`config.mk`:
```
export PLATFORM = sky130hd
export DESIGN_NAME = layer1_pipe_reg
export DESIGN_NICKNAME = d
export VERILOG_FILES = /design/src/rtl/layer1_pipe_reg.sv
export SDC_FILE = /design/constraint.sdc
export NUM_CORES = 1
export LEC_CHECK = 0
export ABC_AREA = 1
export BUFFER_PORTS_ARGS = -buffer_cell sky130_fd_sc_hd__buf_2
export CAP_MARGIN = 20
export CORE_ASPECT_RATIO = 0.7
export CORE_MARGIN = 10
export CORE_UTILIZATION = 48
export CTS_BUF_LIST = sky130_fd_sc_hd__clkbuf_16
export DETAILED_ROUTE_END_ITERATION = 8
export GPL_TIMING_DRIVEN = 0
export PLACE_DENSITY = 0.75
export SLEW_MARGIN = 10
export SYNTH_ARGS = -nofsm -noshare
export SYNTH_HDL_FRONTEND = slang
export SYNTH_SLANG_ARGS = --single-unit
```
`constraint.sdc`:
```
create_clock -name clk -period 1.45 [get_ports clk]
set_clock_uncertainty 0.15 [all_clocks]
set_input_delay 0.145 -clock clk [delete_from_list [all_inputs] [get_ports clk]]
set_output_delay 0.145 -clock clk [all_outputs]
set_load 0.01 [all_outputs]
```
`src/rtl/layer1_pipe_reg.sv`:
```
// layer1_pipe_reg: valid/ready pipeline stage between the layer-1 LUT neurons
// and the layer-2 inputs. A two-entry skid buffer gives full throughput with a
// registered in_ready. It also keeps a wrapping delivered-vector count and a
// saturating stall-cycle count.
// Optional feature: define LAYER1_PIPE_PARITY_EN to add out_parity, the XOR of
// out_data. The parity is stored per entry so it stays aligned with out_data.
module layer1_pipe_reg #(
  parameter int WIDTH = 64,
  parameter int CNT_W = 16
) (
  input  logic             clk,
  input  logic             rst,
  input  logic             flush,
  input  logic             in_valid,
  output logic             in_ready,
  input  logic [WIDTH-1:0] in_data,
  output logic             out_valid,
  input  logic             out_ready,
  output logic [WIDTH-1:0] out_data,
  output logic [CNT_W-1:0] frame_cnt,
  output logic [CNT_W-1:0] stall_cnt
`ifdef LAYER1_PIPE_PARITY_EN
  ,
  output logic             out_parity
`endif
);

  typedef enum logic [1:0] {
    S_EMPTY = 2'd0,
    S_ONE   = 2'd1,
    S_TWO   = 2'd2
  } state_e;

  state_e           state_q, state_d;
  logic             out_valid_q, out_valid_d;
  logic             in_ready_q, in_ready_d;
  logic [WIDTH-1:0] main_q, main_d;
  logic [WIDTH-1:0] skid_q, skid_d;
  logic [CNT_W-1:0] frame_cnt_q, frame_cnt_d;
  logic [CNT_W-1:0] stall_cnt_q, stall_cnt_d;
`ifdef LAYER1_PIPE_PARITY_EN
  logic             main_par_q, main_par_d;
  logic             skid_par_q, skid_par_d;
`endif

  logic in_fire;
  logic out_fire;

  // Handshakes are qualified only by registered flags, so out_ready never
  // reaches in_ready combinationally.
  assign in_fire  = in_valid && in_ready_q;
  assign out_fire = out_valid_q && out_ready;

  // Next-state, data-steering and counter logic.
  always_comb begin
    // NOTE: every variable gets a default first, so no path leaves it
    // unassigned and no latch is inferred.
    state_d     = state_q;
    main_d      = main_q;
    skid_d      = skid_q;
    frame_cnt_d = frame_cnt_q;
    stall_cnt_d = stall_cnt_q;
`ifdef LAYER1_PIPE_PARITY_EN
    main_par_d  = main_par_q;
    skid_par_d  = skid_par_q;
`endif

    unique case (state_q)
      S_EMPTY: begin
        if (in_fire) begin
          main_d  = in_data;
          state_d = S_ONE;
`ifdef LAYER1_PIPE_PARITY_EN
          main_par_d = ^in_data;
`endif
        end
      end
      S_ONE: begin
        if (in_fire && !out_fire) begin
          skid_d  = in_data;
          state_d = S_TWO;
`ifdef LAYER1_PIPE_PARITY_EN
          skid_par_d = ^in_data;
`endif
        end else if (in_fire && out_fire) begin
          main_d  = in_data;
`ifdef LAYER1_PIPE_PARITY_EN
          main_par_d = ^in_data;
`endif
        end else if (out_fire) begin
          state_d = S_EMPTY;
        end
      end
      S_TWO: begin
        if (out_fire) begin
          main_d  = skid_q;
          state_d = S_ONE;
`ifdef LAYER1_PIPE_PARITY_EN
          main_par_d = skid_par_q;
`endif
        end
      end
      default: state_d = S_EMPTY;
    endcase

    // Flush empties the buffer and discards any vector offered this cycle.
    if (flush) begin
      state_d = S_EMPTY;
      main_d  = main_q;
      skid_d  = skid_q;
`ifdef LAYER1_PIPE_PARITY_EN
      main_par_d = main_par_q;
      skid_par_d = skid_par_q;
`endif
    end

    if (out_fire) begin
      frame_cnt_d = frame_cnt_q + CNT_W'(1);
    end
    if (out_valid_q && !out_ready && (stall_cnt_q != {CNT_W{1'b1}})) begin
      stall_cnt_d = stall_cnt_q + CNT_W'(1);
    end
  end

  // Handshake flags are decoded from the next state and registered.
  assign out_valid_d = (state_d != S_EMPTY);
  assign in_ready_d  = (state_d != S_TWO);

  // State, data and counter registers with synchronous reset.
  always_ff @(posedge clk) begin
    // NOTE: non-blocking assignments so every register samples the values
    // from before this edge, independent of statement order.
    if (rst) begin
      state_q     <= S_EMPTY;
      out_valid_q <= 1'b0;
      in_ready_q  <= 1'b1;
      main_q      <= '0;
      // NOTE: the skid entry is cleared too, so it never holds X that a later
      // skid-to-main move could expose on out_data.
      skid_q      <= '0;
      frame_cnt_q <= '0;
      stall_cnt_q <= '0;
`ifdef LAYER1_PIPE_PARITY_EN
      main_par_q  <= 1'b0;
      skid_par_q  <= 1'b0;
`endif
    end else begin
      state_q     <= state_d;
      out_valid_q <= out_valid_d;
      in_ready_q  <= in_ready_d;
      main_q      <= main_d;
      skid_q      <= skid_d;
      frame_cnt_q <= frame_cnt_d;
      stall_cnt_q <= stall_cnt_d;
`ifdef LAYER1_PIPE_PARITY_EN
      main_par_q  <= main_par_d;
      skid_par_q  <= skid_par_d;
`endif
    end
  end

  assign in_ready  = in_ready_q;
  assign out_valid = out_valid_q;
  assign out_data  = main_q;
  assign frame_cnt = frame_cnt_q;
  assign stall_cnt = stall_cnt_q;
`ifdef LAYER1_PIPE_PARITY_EN
  assign out_parity = main_par_q;
`endif

endmodule

```
Word-level counts from Yosys, hierarchy flattened. Index checks and enable logic that the tools add are counted.

Add/subtract/negate cells: 2. Eq/ne operators: 8. Muxes and demuxes: 12. Bitwise logic cells: 1. Reduce and logical (&&, ||, !) cells: 13.

Operators with widths (count): $mux W64 (4); $pmux W64 S3 (1); $add A16 B1 Y16 const B (2); $ne A16 B16 Y1 const B (1); $mux W2 (6); $ne A2 B2 Y1 const B (5); $logic_and A1 B1 Y1 (6); $pmux W2 S3 (1); $reduce_and A6 Y1 (1); $reduce_and A3 Y1 (1); $reduce_bool A3 Y1 (1); $eq A2 B1 Y1 const B (1); $eq A2 B2 Y1 const B (1); $logic_not A1 Y1 (2); $logic_not A2 Y1 (1); $reduce_bool A2 Y1 (1); $not A1 Y1 (1).

Register bits after elaboration: 164. Input port bits: 69. Word-level logic and storage cells: 43.

Depth between registers and ports, before layout. Gate-level depths: netlist of the first run.

Word-level depth: 7. Gate-level depth with buffers: 9. Gate-level depth less buffers: 9.

Least setup slack after synthesis of the first run. OpenSTA, ideal clock, no wires.

Kind: register to register. Start: register stall_cnt_q[0] (netlist: stall_cnt[0]). End: register stall_cnt_q[11] (netlist: stall_cnt[11]). Library setup time: 132 ps. Arrival time: 1412 ps. Path slack: -244 ps. Cell stages (with the launch flop): 10. Path buffers: 1. Clock period less this slack: 1694 ps. Path through: dfxtp_1 ha_1 nand2_1 nor2_1 nand2_1 nor2_1 nor2_2 buf_4 nand2_1 a21oi_1.

Cells in the longest elaborated chain, start to end: 2. Elaborated cells on any way between the ends: 3. Classes of those cells: add/sub: 1; eq/ne: 1; reduce/logical: 1.

RTL lines: start: declaration (line 40) `logic [CNT_W-1:0] stall_cnt_q, stall_cnt_d;`; start signal: assignment (line 154) `stall_cnt_q <= stall_cnt_d;`; parallel branches: the longest is 2 deep, another holds $add A16 B1 Y16.

Several ways; the timed one is not identified. A chain may end at the register's enable or synchronous reset.

Worst setup path in the final report of the first run.
Start: register stall_cnt_q[1] (netlist: stall_cnt[1]). End: register stall_cnt_q[14] (netlist: stall_cnt[14]).

The elaborated chain is that of the path after synthesis.

==> summary.log, run 1 <==
qor: status.status complete, but fails checks
qor: status.violated_checks negative setup slack
qor: global_route.groute.usage.overall 25.4%
qor: worst_setup_path.critPathTopFamily simple AND/OR/NAND/NOR gates
qor: sta.final.setup.worst_slack -0.336 ns
qor: sta.final_hold_viol_count 0
qor: clock_network.clock_tree.htree_level_count 4
qor: global_route.grt_first_pass_wirelength 41,200 um
qor: final_layout.post_route_cells_drive_above_1_share 48.0%
qor: worst_setup_path.critPathSlowestCell dfxtp_4
qor: yosys.synthesis.area 6950 um^2
qor: final_layout.number_of_nets_in_the_finished_design 1,369
qor: routing.num_vias 8,568
qor: final_layout.syn2layout_area_growth 74.5%
qor: clock_network.postCtsHoldBufs 65
qor: routing.final_wl 30,900 um
qor: worst_setup_path.worst-path-buf-inv 1
qor: die.io_pins 167
qor: sta.final_min_period_over_clock_period 123%
qor: yosys.synthesis.nets 1,054
qor: routing.detail_routed_via_count_per_cell 5.71
qor: placement.hpwl 15,100 um
qor: yosys.number_of_flip_flops_and_latches_in_the_synthesized_netlist 164
qor: routing.post_drt_wl_per_cell 20.6 um
qor: clock_network.path_clk_slew 0.08 ns
qor: sta.final_setup_violation_count 156
qor: yosys.avgSynthCellArea 7.07 um^2
qor: yosys.synth_cells 983
qor: clock_network.insertion_delay 0.43 ns
qor: worst_setup_path.ff2ff_setup_slack -0.34 ns
qor: yosys.synth_cell_types 29
qor: die.rows 36
qor: die.starting_density_of_the_core 49.5%
qor: worst_setup_path.timing_worst_setup_path_type reg2reg
qor: power_and_ir_drop.power.total 11.5 mW
qor: routing.initialDrtViolationCount 1,002
qor: yosys.yosys_warnings 0
qor: power_and_ir_drop.power_density 949 nW/um^2
qor: sta.fin_crit 1.79 ns
qor: die.dieWidth 164 um
qor: global_route.grt-ovfl-total 0
qor: global_route.largest_net_degree_at_the_start_of_global_routing 17
qor: sta.fmax 560 MHz
qor: sta.tightest_slew 0.909 ns
qor: worst_setup_path.critical_path_peak_fanout 3
qor: die.die_area 19,800 um^2
qor: worst_setup_path.timing.critical_path.mode_cell nand2_1
qor: clock_network.cts_buffers 17
qor: global_route.grt_antenna_before_repair 1
qor: die.floorplan.core_area 14,100 um^2
qor: sta.rsz0062_at_grt true
qor: yosys.synthFlopType dfxtp_1
qor: sta.timing_max_transition_violations_final 0
qor: placement.finalWeightedCongestion 0.846
qor: clock_network.clockBufferDepth 2
qor: worst_setup_path.critical_path.endpoint_type register
qor: worst_setup_path.critical_path.startpoint_type register
qor: worst_setup_path.crit_chain ha_4, buf_4, nand3_2, nor2_4, nand4_1, nand2_1, nand2_1, a21oi_1
qor: clock_network.cts_num_sinks 164
qor: placement.place.port_buffers 165
qor: worst_setup_path.max_stage_delay 0.36 ns
qor: power_and_ir_drop.vdd_drop_max 0.00108 V
qor: worst_hold_path.worstHoldPathType in2reg
qor: worst_setup_path.data_arrival_time_of_the_critical_path 1.97 ns
qor: yosys.synth-async-reset-ratio 0%
qor: routing.remaining_drc_errors 0
qor: sta.setup_total_negative_slack -31.29 ns
qor: power_and_ir_drop.power.static_leakage 5.08 nW
qor: worst_setup_path.critical_path_required 1.63 ns
qor: yosys.synth_enable_flop_cells 0
qor: sta.timing.slew.headroom 39.4%
qor: routing.drt_pass1_iterations 8
qor: yosys.sequential_to_total_area_share_from_yosys_stat 47.2%
qor: flow_run.maxCapViolations 0
qor: routing.ant_nets 0
qor: global_route.vias_in_the_first_global_route 7,857
qor: die.die_height 121 um
qor: sta.timing.hold.ws 0.00177 ns
qor: clock_network.clk_root_buffer_cell clkbuf_16
qor: clock_network.clock_tree_from_tritoncts yes
==> cell families (layout without fill, tap and decap cells) <==
family	after synthesis	after routing	synth area share, %
AO/OA/AOI/OAI	318	318	23.1
XOR/XNOR	7	7	0.882
adder cells (fa/ha/maj)	2	2	0.360
buffers and inverters	187	514	10.9
flip-flops	164	164	47.2
other	0	1	0
AND/OR/NAND/NOR	305	305	17.5
==> final timing paths <==
check	from	end	depth (start not counted)
min	in_valid	state_q[0]	4
max	stall_cnt[1]	stall_cnt[14]	8
max reg2reg	stall_cnt[1]	stall_cnt[14]	8
min reg2reg	out_data[23]	out_data[23]	2
==> tightest hold or removal path, cell delays in order <==
cell     delay (ns)
buf_2          0.12
nand2_1        0.09
nand4_1        0.09
a21oi_1        0.08
==> layout make-up <==
class,count,area [um^2]
Antenna cell,1,2.50
Fill cell,688,1920
Timing Repair inverter,1,7.51
Inverter,129,504
Clock buffer,17,425
Sequential cell,164,3350
Multi-Input combinational cell,632,4420
Tap cell,190,238
Clock inverter,14,188
Buffer,58,664
Timing Repair Buffer,295,2330
==> placed cells by master (no fill, tap or decap), types with 9 or more instances in the layout <==
cell type      synthesis  final
o21ai_1                1     34
clkbuf_16              0     29
dfxtp_2                0     10
clkbuf_1              31     12
dfxtp_4                0     14
nand2_1              161    132
a21oi_1              150     25
a21oi_4                0     21
buf_6                  2     26
nor2_1               103     74
buf_12                 0     10
nor2_4                 0     23
dfxtp_1              164    140
inv_1                126    120
o21ai_0              163     50
buf_2                 16    170
nand2_4                0     13
dlygate4sd3_1          0     65
buf_4                  5     28
nand2_2                1     17
buf_8                  0      9
o21ai_4                0     11
o21ai_2                2     71
nor2_2                 4     10
a21oi_2                0    104
==> metrics by stage <==
step	instances	util [%]	cell area [um^2]	setup WS, ns
floorplan	983	-	7000	-0.0673
global placement	1338	57.4	8060	-0.391
detailed placement	1338	57.4	8060	-0.384
CTS	1474	78.0	11000	-0.196
global route	1501	86.3	12100	-0.385
finish	1501	86.3	12100	-0.336
==> cells in the mapped netlist (7+ instances only) <==
master	instances	area (um^2)
nand2_1	161	604
inv_1	126	473
dfxtp_1	164	3280
nor2_1	103	387
o21ai_0	163	816
a21oi_1	150	751
nand3_1	19	95.1
buf_2	16	80.1
nor3_1	7	35.0
nand4_1	7	43.8
clkbuf_1	31	116
==> flip-flops by register name, indices dropped and copies added (netlist names) <==
signal     count
skid_q        64
out_valid      1
frame_cnt     16
state_q        2
in_ready       1
out_data      64
stall_cnt     16
==> metal layers <==
metal	part of all wire (%)	track usage [%]	up-vias	wire [um]
met5	0	0	-	0
met2	49	41.5	566	15200
li1	-	-	3809	-
met1	40	33.0	4101	12200
met3	8.9	5.49	92	2740
met4	2.5	7.57	0	769
==> what timing repair did <==
action / CTS / global route
buffers inserted: 23 / 24
gates cloned: 17 / 5
resized for setup: 401 / 253
setup endpoints to repair: 153 / 157
endpoints found under the hold margin: 124 / 1
pin swaps: 61 / 68
==> power by group <==
group	total [mW]	leakage (nW)	internal, mW	switching [mW]
logic	1.85	3.43	0.837	1.01
registers	4.76	1.35	4.66	0.108
clock network	4.89	0.299	2.77	2.13
total	11.5	5.08	8.26	3.25
Power figures use the tool's default switching activity.
==> run 2: changes to the inputs <==
--- a/config.mk
+++ b/config.mk
@@ -10,11 +10,11 @@
 export CAP_MARGIN = 20
 export CORE_ASPECT_RATIO = 0.7
 export CORE_MARGIN = 10
-export CORE_UTILIZATION = 48
+export CORE_UTILIZATION = 50
 export CTS_BUF_LIST = sky130_fd_sc_hd__clkbuf_16
 export DETAILED_ROUTE_END_ITERATION = 8
 export GPL_TIMING_DRIVEN = 0
-export PLACE_DENSITY = 0.75
+export PLACE_DENSITY = 0.74
 export SLEW_MARGIN = 10
 export SYNTH_ARGS = -nofsm -noshare
 export SYNTH_HDL_FRONTEND = slang
==> constraint.sdc (replaced) <==
create_clock -name clk -period 1.9 [get_ports clk]
set_clock_uncertainty 0.15 [all_clocks]
set_input_delay 0.19 -clock clk [delete_from_list [all_inputs] [get_ports clk]]
set_output_delay 0.19 -clock clk [all_outputs]
set_load 0.01 [all_outputs]
==> run 2 against run 1 <==
Against the previous run: the run now ends clean; sequential power is 24% lower; global-route usage is 3.8 points lower; fmax hardly changed; highest routed layer unchanged.
==> summary.log, run 2 (synthesis gave the netlist of run 1 again) <==
qor: status.status complete, no violations [was complete, but fails checks]
qor: sta.final_setup_violation_count 0 [was 156]
qor: sta.final_min_period_over_clock_period 94.0% [was 123%]
qor: worst_setup_path.max_stage_delay 0.39 ns [was 0.36 ns]
qor: sta.rsz0062_at_grt false [was true]
qor: worst_setup_path.timing_worst_setup_path_type reg2reg [unchanged]
qor: worst_setup_path.data_arrival_time_of_the_critical_path 1.91 ns [was 1.97 ns]
qor: power_and_ir_drop.clock_power_share 43.2% [was 42.5%]
qor: worst_setup_path.ff2ff_setup_slack 0.11 ns [was -0.34 ns]
qor: clock_network.clk_root_buffer_cell clkbuf_16 [unchanged]
qor: placement.dpl_worst_slack -0.0699 ns [was -0.384 ns]
qor: sta.timing.slew.headroom 58.8% [was 39.4%]
qor: global_route.grt_first_pass_wirelength 35,000 um [was 41,200 um]
qor: worst_setup_path.critical_path.endpoint_type register [unchanged]
qor: clock_network.post-cts-setup-buffers 0 [was 23]
qor: final_layout.instances_no_fill 1,432 [was 1,501]
qor: global_route.grt-ovfl-total 0 [unchanged]
qor: power_and_ir_drop.p_seq_share 46.2% [was 41.4%]
qor: worst_setup_path.critical_path_required 2.02 ns [was 1.63 ns]
qor: worst_setup_path.critPathTopFamily simple AND/OR/NAND/NOR gates [unchanged]
qor: die.die_area 19,100 um^2 [was 19,800 um^2]
qor: clock_network.cts_buffers 17 [unchanged]
qor: power_and_ir_drop.power.static_leakage 4.07 nW [was 5.08 nW]
qor: clock_network.path_clk_slew 0.07 ns [was 0.08 ns]
qor: worst_setup_path.worst-path-buf-inv 1 [unchanged]
qor: clock_network.insertion_delay 0.41 ns [was 0.43 ns]
qor: sta.final_hold_viol_count 0 [unchanged]
qor: power_and_ir_drop.netSwitchingFraction 25.3% [was 28.2%]
qor: routing.drt_pass1_iterations 7 [was 8]
qor: sta.timing_max_transition_violations_final 0 [unchanged]
qor: worst_setup_path.crit_chain ha_2, nand2_1, nor2_4, nand2_2, nor2_2, nor2_4, buf_4, nand2_1, a21oi_1 [was ha_4, buf_4, nand3_2, nor2_4, nand4_1, nand2_1, nand2_1, a21oi_1]
qor: global_route.grt_antenna_before_repair 0 [was 1]
qor: global_route.vias_in_the_first_global_route 6,981 [was 7,857]
qor: final_layout.number_of_nets_in_the_finished_design 1,305 [was 1,369]
qor: final_layout.leading_cell_types_in_the_layout_fill_and_taps_excluded buf_2 (180), dfxtp_1 (161), nand2_1 (160) [was buf_2 (170), dfxtp_1 (140), nand2_1 (132)]
qor: worst_setup_path.critical_path_peak_fanout 10 [was 3]
qor: power_and_ir_drop.power.total 7.87 mW [was 11.5 mW]
qor: routing.ant_nets 0 [unchanged]
qor: worst_setup_path.critPathSlowestCell dfxtp_2 [was dfxtp_4]
qor: sta.setup_total_negative_slack 0 ns [was -31.29 ns]
qor: sta.final.setup.worst_slack 0.115 ns [was -0.336 ns]
qor: routing.num_vias 7,309 [was 8,568]
qor: final_layout.antenna-diode-count 0 [was 1]
qor: clock_network.clock_tree.htree_level_count 4 [unchanged]
qor: clock_network.clockBufferDepth 2 [unchanged]
qor: die.io_pins 167 [unchanged]
qor: sta.timing.hold.ws 0.0133 ns [was 0.00177 ns]
qor: die.rows 35 [was 36]
qor: placement.place.port_buffers 165 [unchanged]
qor: routing.initialDrtViolationCount 673 [was 1,002]
qor: final_layout.filler_cell_count 1,147 [was 688]
qor: power_and_ir_drop.proportion_of_power_drawn_by_combinational_gates 10.6% [was 16.1%]
qor: power_and_ir_drop.p_sw 1.99 mW [was 3.25 mW]
qor: placement.hpwl 14,800 um [was 15,100 um]
qor: sta.fmax 560 MHz [about the same]
qor: routing.remaining_drc_errors 0 [unchanged]
qor: global_route.largest_net_degree_at_the_start_of_global_routing 17 [unchanged]
qor: sta.tightest_slew 0.618 ns [was 0.909 ns]
qor: global_route.groute.usage.overall 21.6% [was 25.4%]
qor: final_layout.syn2layout_area_growth 33.9% [was 74.5%]
qor: clock_network.clock_tree_from_tritoncts yes [unchanged]
qor: die.starting_density_of_the_core 51.9% [was 49.5%]
qor: power_and_ir_drop.power_density 846 nW/um^2 [was 949 nW/um^2]
qor: final_layout.post_route_cells_drive_above_1_share 19.5% [was 48.0%]
qor: flow_run.maxCapViolations 0 [unchanged]
qor: power_and_ir_drop.p_int 5.88 mW [was 8.26 mW]
qor: die.die_height 119 um [was 121 um]
qor: routing.detail_routed_via_count_per_cell 5.10 [was 5.71]
qor: placement.finalWeightedCongestion 0.865 [was 0.846]
qor: routing.post_drt_wl_per_cell 14.8 um [was 20.6 um]
qor: worst_setup_path.critical_path.startpoint_type register [unchanged]
qor: sta.fin_crit 1.79 ns [about the same]
qor: die.floorplan.core_area 13,400 um^2 [was 14,100 um^2]
qor: die.dieWidth 161 um [was 164 um]
qor: routing.final_wl 21,200 um [was 30,900 um]
qor: placement.numPlacedInstances 1,333 [was 1,338]
qor: worst_hold_path.worstHoldPathType in2reg [unchanged]
qor: power_and_ir_drop.vdd_drop_max 0.000670 V [was 0.00108 V]
qor: final_layout.final_common_cell buf_2 [unchanged]
qor: clock_network.cts_num_sinks 164 [unchanged]
[run 2: cell types whose count changed in the layout (fill, tap and decap cells not counted), moves of 27 or more]
cell / previous run / this run
o21ai_1: 34 / 5
nand2_1: 132 / 160
o21ai_2: 71 / 1
o21ai_0: 50 / 159
nor2_1: 74 / 101
a21oi_2: 104 / 0
a21oi_1: 25 / 150
[run 2: final cells by class]
type	count	area (um^2)	area share, %
Inverter	129	484	5.20
Tap cell	185	231	2.49
Sequential cell	164	3290	35.3
Timing Repair Buffer	232	1500	16.1
Buffer	58	285	3.06
Multi-Input combinational cell	632	2940	31.6
Clock inverter	15	155	1.67
Clock buffer	17	425	4.57
[run 2: power by group through the flow]
stage	Combinational [mW]	Sequential, mW	Clock (mW)
final	0.831	3.64	3.40
after global routing	0.932	3.65	3.59
after CTS	0.818	3.63	3.46
after detailed placement	0.702	3.71	0
after global placement	0.694	3.71	0
after floorplan	0.346	3.75	0
[run 2: path summary, 6_finish.rpt]
kind | from | to | depth (start not counted)
max | stall_cnt[0] | stall_cnt[11] | 9
min | in_valid | state_q[0] | 4
max reg2reg | stall_cnt[0] | stall_cnt[11] | 9
min reg2reg | out_data[27] | out_data[27] | 2
[run 2: stage by stage]
step | util (%) | area (um^2)
finish | 69.5 | 9310
floorplan | - | 6950
CTS | 69.2 | 9270
global placement | 59.8 | 8010
global route | 69.5 | 9310
detailed placement | 59.8 | 8010
[run 2: repair_timing]
item | in CTS | in global routing
setup endpoints to repair | 10 | 125
hold buffers | 67 | 0
endpoints found under the hold margin | 70 | 0
gates resized for setup | 2 | 27
pin swaps | 0 | 0
[run 2: per-layer routing]
layer	vias up	wire, um	global-route usage, %
met5	-	0	0
met4	0	272	6.29
met3	27	1660	5.27
met2	260	9400	33.5
li1	3669	-	-
met1	3353	9860	29.0
[run 2: worst reg2reg max path: stages (launching register included)]
cell,delay [ns]
dfxtp_2,0.39
ha_2,0.22
nand2_1,0.09
nor2_4,0.13
nand2_2,0.11
nor2_2,0.17
nor2_4,0.08
buf_4,0.18
nand2_1,0.07
a21oi_1,0.06
==> run 3: changes to the inputs <==
--- a/config.mk
+++ b/config.mk
@@ -10,11 +10,11 @@
 export CAP_MARGIN = 20
 export CORE_ASPECT_RATIO = 0.7
 export CORE_MARGIN = 10
-export CORE_UTILIZATION = 50
+export CORE_UTILIZATION = 39
 export CTS_BUF_LIST = sky130_fd_sc_hd__clkbuf_16
 export DETAILED_ROUTE_END_ITERATION = 8
 export GPL_TIMING_DRIVEN = 0
-export PLACE_DENSITY = 0.74
+export PLACE_DENSITY = 0.6
 export SLEW_MARGIN = 10
 export SYNTH_ARGS = -nofsm -noshare
 export SYNTH_HDL_FRONTEND = slang
==> run 3 against run 2 <==
Against the previous run: sequential power hardly changed; die area is 24% higher; non-clock buffer count stayed put.
==> summary.log, run 3 (synthesis gave the netlist of run 1 again) <==
qor: status.status complete, no violations [unchanged]
qor: routing.drt_pass1_iterations 5 [was 7]
qor: power_and_ir_drop.netSwitchingFraction 26.6% [was 25.3%]
qor: worst_setup_path.critPathTopFamily buffers and inverters [was simple AND/OR/NAND/NOR gates]
qor: worst_setup_path.timing_worst_setup_path_type in2reg [was reg2reg]
qor: worst_setup_path.critical_path.endpoint_type register [unchanged]
qor: final_layout.number_of_nets_in_the_finished_design 1,305 [unchanged]
qor: sta.timing.hold.ws 0.0799 ns [was 0.0133 ns]
qor: clock_network.cts_buffers 17 [unchanged]
qor: die.die_height 132 um [was 119 um]
qor: sta.timing.slew.headroom 60.3% [was 58.8%]
qor: die.rows 40 [was 35]
qor: sta.final_hold_viol_count 0 [unchanged]
qor: final_layout.leading_cell_types_in_the_layout_fill_and_taps_excluded buf_2 (179), dfxtp_1 (162), nand2_1 (160) [was buf_2 (180), dfxtp_1 (161), nand2_1 (160)]
qor: sta.final_setup_violation_count 0 [unchanged]
qor: power_and_ir_drop.p_seq_share 47.5% [was 46.2%]
qor: power_and_ir_drop.p_sw 2.04 mW [was 1.99 mW]
qor: die.die_area 23,700 um^2 [was 19,100 um^2]
qor: sta.fin_crit 1.77 ns [was 1.79 ns]
qor: clock_network.clockBufferDepth 2 [unchanged]
qor: routing.num_vias 7,089 [was 7,309]
qor: power_and_ir_drop.power_density 819 nW/um^2 [was 846 nW/um^2]
qor: clock_network.insertion_delay 0.43 ns [was 0.41 ns]
qor: power_and_ir_drop.proportion_of_power_drawn_by_combinational_gates 10.8% [was 10.6%]
qor: placement.place.port_buffers 165 [unchanged]
qor: routing.ant_nets 0 [unchanged]
qor: placement.finalWeightedCongestion 0.823 [was 0.865]
qor: global_route.groute.usage.overall 17.9% [was 21.6%]
qor: die.starting_density_of_the_core 40.1% [was 51.9%]
qor: clock_network.clock_tree_from_tritoncts yes [unchanged]
qor: final_layout.post_route_cells_drive_above_1_share 19.9% [was 19.5%]
qor: clock_network.clock_tree.htree_level_count 4 [unchanged]
qor: power_and_ir_drop.clock_power_share 41.7% [was 43.2%]
qor: power_and_ir_drop.p_int 5.61 mW [was 5.88 mW]
qor: placement.placed_area 8070 um^2 [was 8010 um^2]
qor: global_route.grt_first_pass_wirelength 35,700 um [was 35,000 um]
qor: placement.hpwl 15,500 um [was 14,800 um]
qor: final_layout.ff_latch_area 3290 um^2 [about the same]
qor: worst_setup_path.critical_path_required 2.07 ns [was 2.02 ns]
qor: power_and_ir_drop.power.total 7.65 mW [was 7.87 mW]
qor: die.dieWidth 180 um [was 161 um]
qor: routing.initialDrtViolationCount 542 [was 673]
qor: final_layout.multi_input_comb_area 2950 um^2 [was 2940 um^2]
qor: worst_hold_path.worstHoldPathType in2reg [unchanged]
qor: sta.timing_max_transition_violations_final 0 [unchanged]
qor: final_layout.finalCoreUtilization 53.9% [was 69.5%]
qor: routing.detail_routed_via_count_per_cell 4.79 [was 5.10]
qor: worst_setup_path.crit_chain dlygate4sd3_1, buf_2, a21oi_1, nand3_1, buf_4, buf_2, o21ai_0, a21oi_1 [was ha_2, nand2_1, nor2_4, nand2_2, nor2_2, nor2_4, buf_4, nand2_1, a21oi_1]
qor: routing.post_drt_wl_per_cell 14.5 um [was 14.8 um]
qor: worst_setup_path.max_stage_delay 0.55 ns [was 0.39 ns]
qor: final_layout.filler_cell_count 1,760 [was 1,147]
qor: die.floorplan.core_area 17,300 um^2 [was 13,400 um^2]
qor: final_layout.syn2layout_area_growth 34.3% [was 33.9%]
qor: clock_network.clk_root_buffer_cell clkbuf_16 [unchanged]
qor: sta.rsz0062_at_grt false [unchanged]
qor: clock_network.post-cts-setup-buffers 0 [unchanged]
qor: clock_network.cts_num_sinks 164 [unchanged]
qor: global_route.grt-ovfl-total 0 [unchanged]
qor: routing.remaining_drc_errors 0 [unchanged]
qor: clock_network.path_clk_slew 0.07 ns [about the same]
qor: flow_run.maxCapViolations 0 [unchanged]
qor: power_and_ir_drop.vdd_drop_max 0.000412 V [was 0.000670 V]
qor: die.io_pins 167 [unchanged]
qor: worst_setup_path.data_arrival_time_of_the_critical_path 1.94 ns [was 1.91 ns]
qor: global_route.vias_in_the_first_global_route 6,772 [was 6,981]
qor: sta.tightest_slew 0.596 ns [was 0.618 ns]
qor: global_route.grt_antenna_before_repair 1 [was 0]
qor: worst_setup_path.worst-path-buf-inv 4 [was 1]
qor: global_route.largest_net_degree_at_the_start_of_global_routing 17 [unchanged]
qor: sta.final_min_period_over_clock_period 93.1% [was 94.0%]
qor: power_and_ir_drop.power.static_leakage 4.07 nW [about the same]
qor: final_layout.final_common_cell buf_2 [unchanged]
qor: sta.fmax 566 MHz [was 560 MHz]
qor: worst_setup_path.critPathSlowestCell dlygate4sd3_1 [was dfxtp_2]
qor: routing.final_wl 21,500 um [was 21,200 um]
qor: worst_setup_path.critical_path.startpoint_type input pin [was register]
qor: worst_setup_path.critical_path_peak_fanout 10 [unchanged]
qor: final_layout.finish.instance_area 9340 um^2 [was 9310 um^2]
==> run 3: timing repair <==
| item | in CTS | in global routing |
|---|---|---|
| hold buffers | 67 | 0 |
| setup endpoints to repair | 33 | 128 |
| hold endpoints to repair | 92 | 0 |
| resized for setup | 5 | 38 |
==> run 3: worst paths after layout <==
| check | cells past startpoint | start | to | slack (ns) |
|---|---|---|---|---|
| setup / recovery | 8 | flush | out_data[45] | 0.13 |
| hold / removal | 4 | out_ready | frame_cnt[1] | 0.08 |
| setup reg to reg | 9 | stall_cnt[0] | stall_cnt[11] | 0.14 |
| hold reg to reg | 2 | out_data[9] | out_data[9] | 0.29 |
==> run 3: per-layer routing <==
layer,share of wire (%),routed length (um),vias to the layer above,track usage (%)
li1,-,-,3680,-
met1,52,11100,3220,25.5
met2,42,9060,174,26.2
met3,5.2,1130,15,4.14
met4,1.1,229,0,4.99
met5,0,0,-,0
==> run 3: final cells by class <==
cell class	count	share of cell area, %
clock buffer	17	4.56
buffer	58	3.15
sequential	164	35.2
multi-input combinational	632	31.6
inverter	129	5.21
clock inverter	15	1.14
timing repair buffer	232	16.0
antenna	1	0.0268
tap	231	3.10
==> run 3: tightest hold or removal path, stage by stage <==
cell     delay, ns
buf_2         0.13
nand2_4       0.13
o21ai_0       0.09
nor2_1        0.08
==> run 3: power groups by stage <==
stage	combinational (mW)	sequential, mW	clock (mW)
2_1_floorplan	0.346	3.75	0
3_3_place_gp	0.715	3.71	0
3_5_place_dp	0.714	3.71	0
4_1_cts	0.829	3.63	3.26
5_1_grt	0.938	3.65	3.40
6_report	0.828	3.63	3.19
==> run 3: metrics by stage <==
stage	cells	TNS [ns]	worst slack [ns]
after floorplan	983	0	0.206
after global placement	1379	-0.812	-0.0923
after detailed placement	1379	-1.11	-0.0867
after CTS	1478	0	0.0265
after global routing	1479	0	0.000551
final	1479	0	0.132
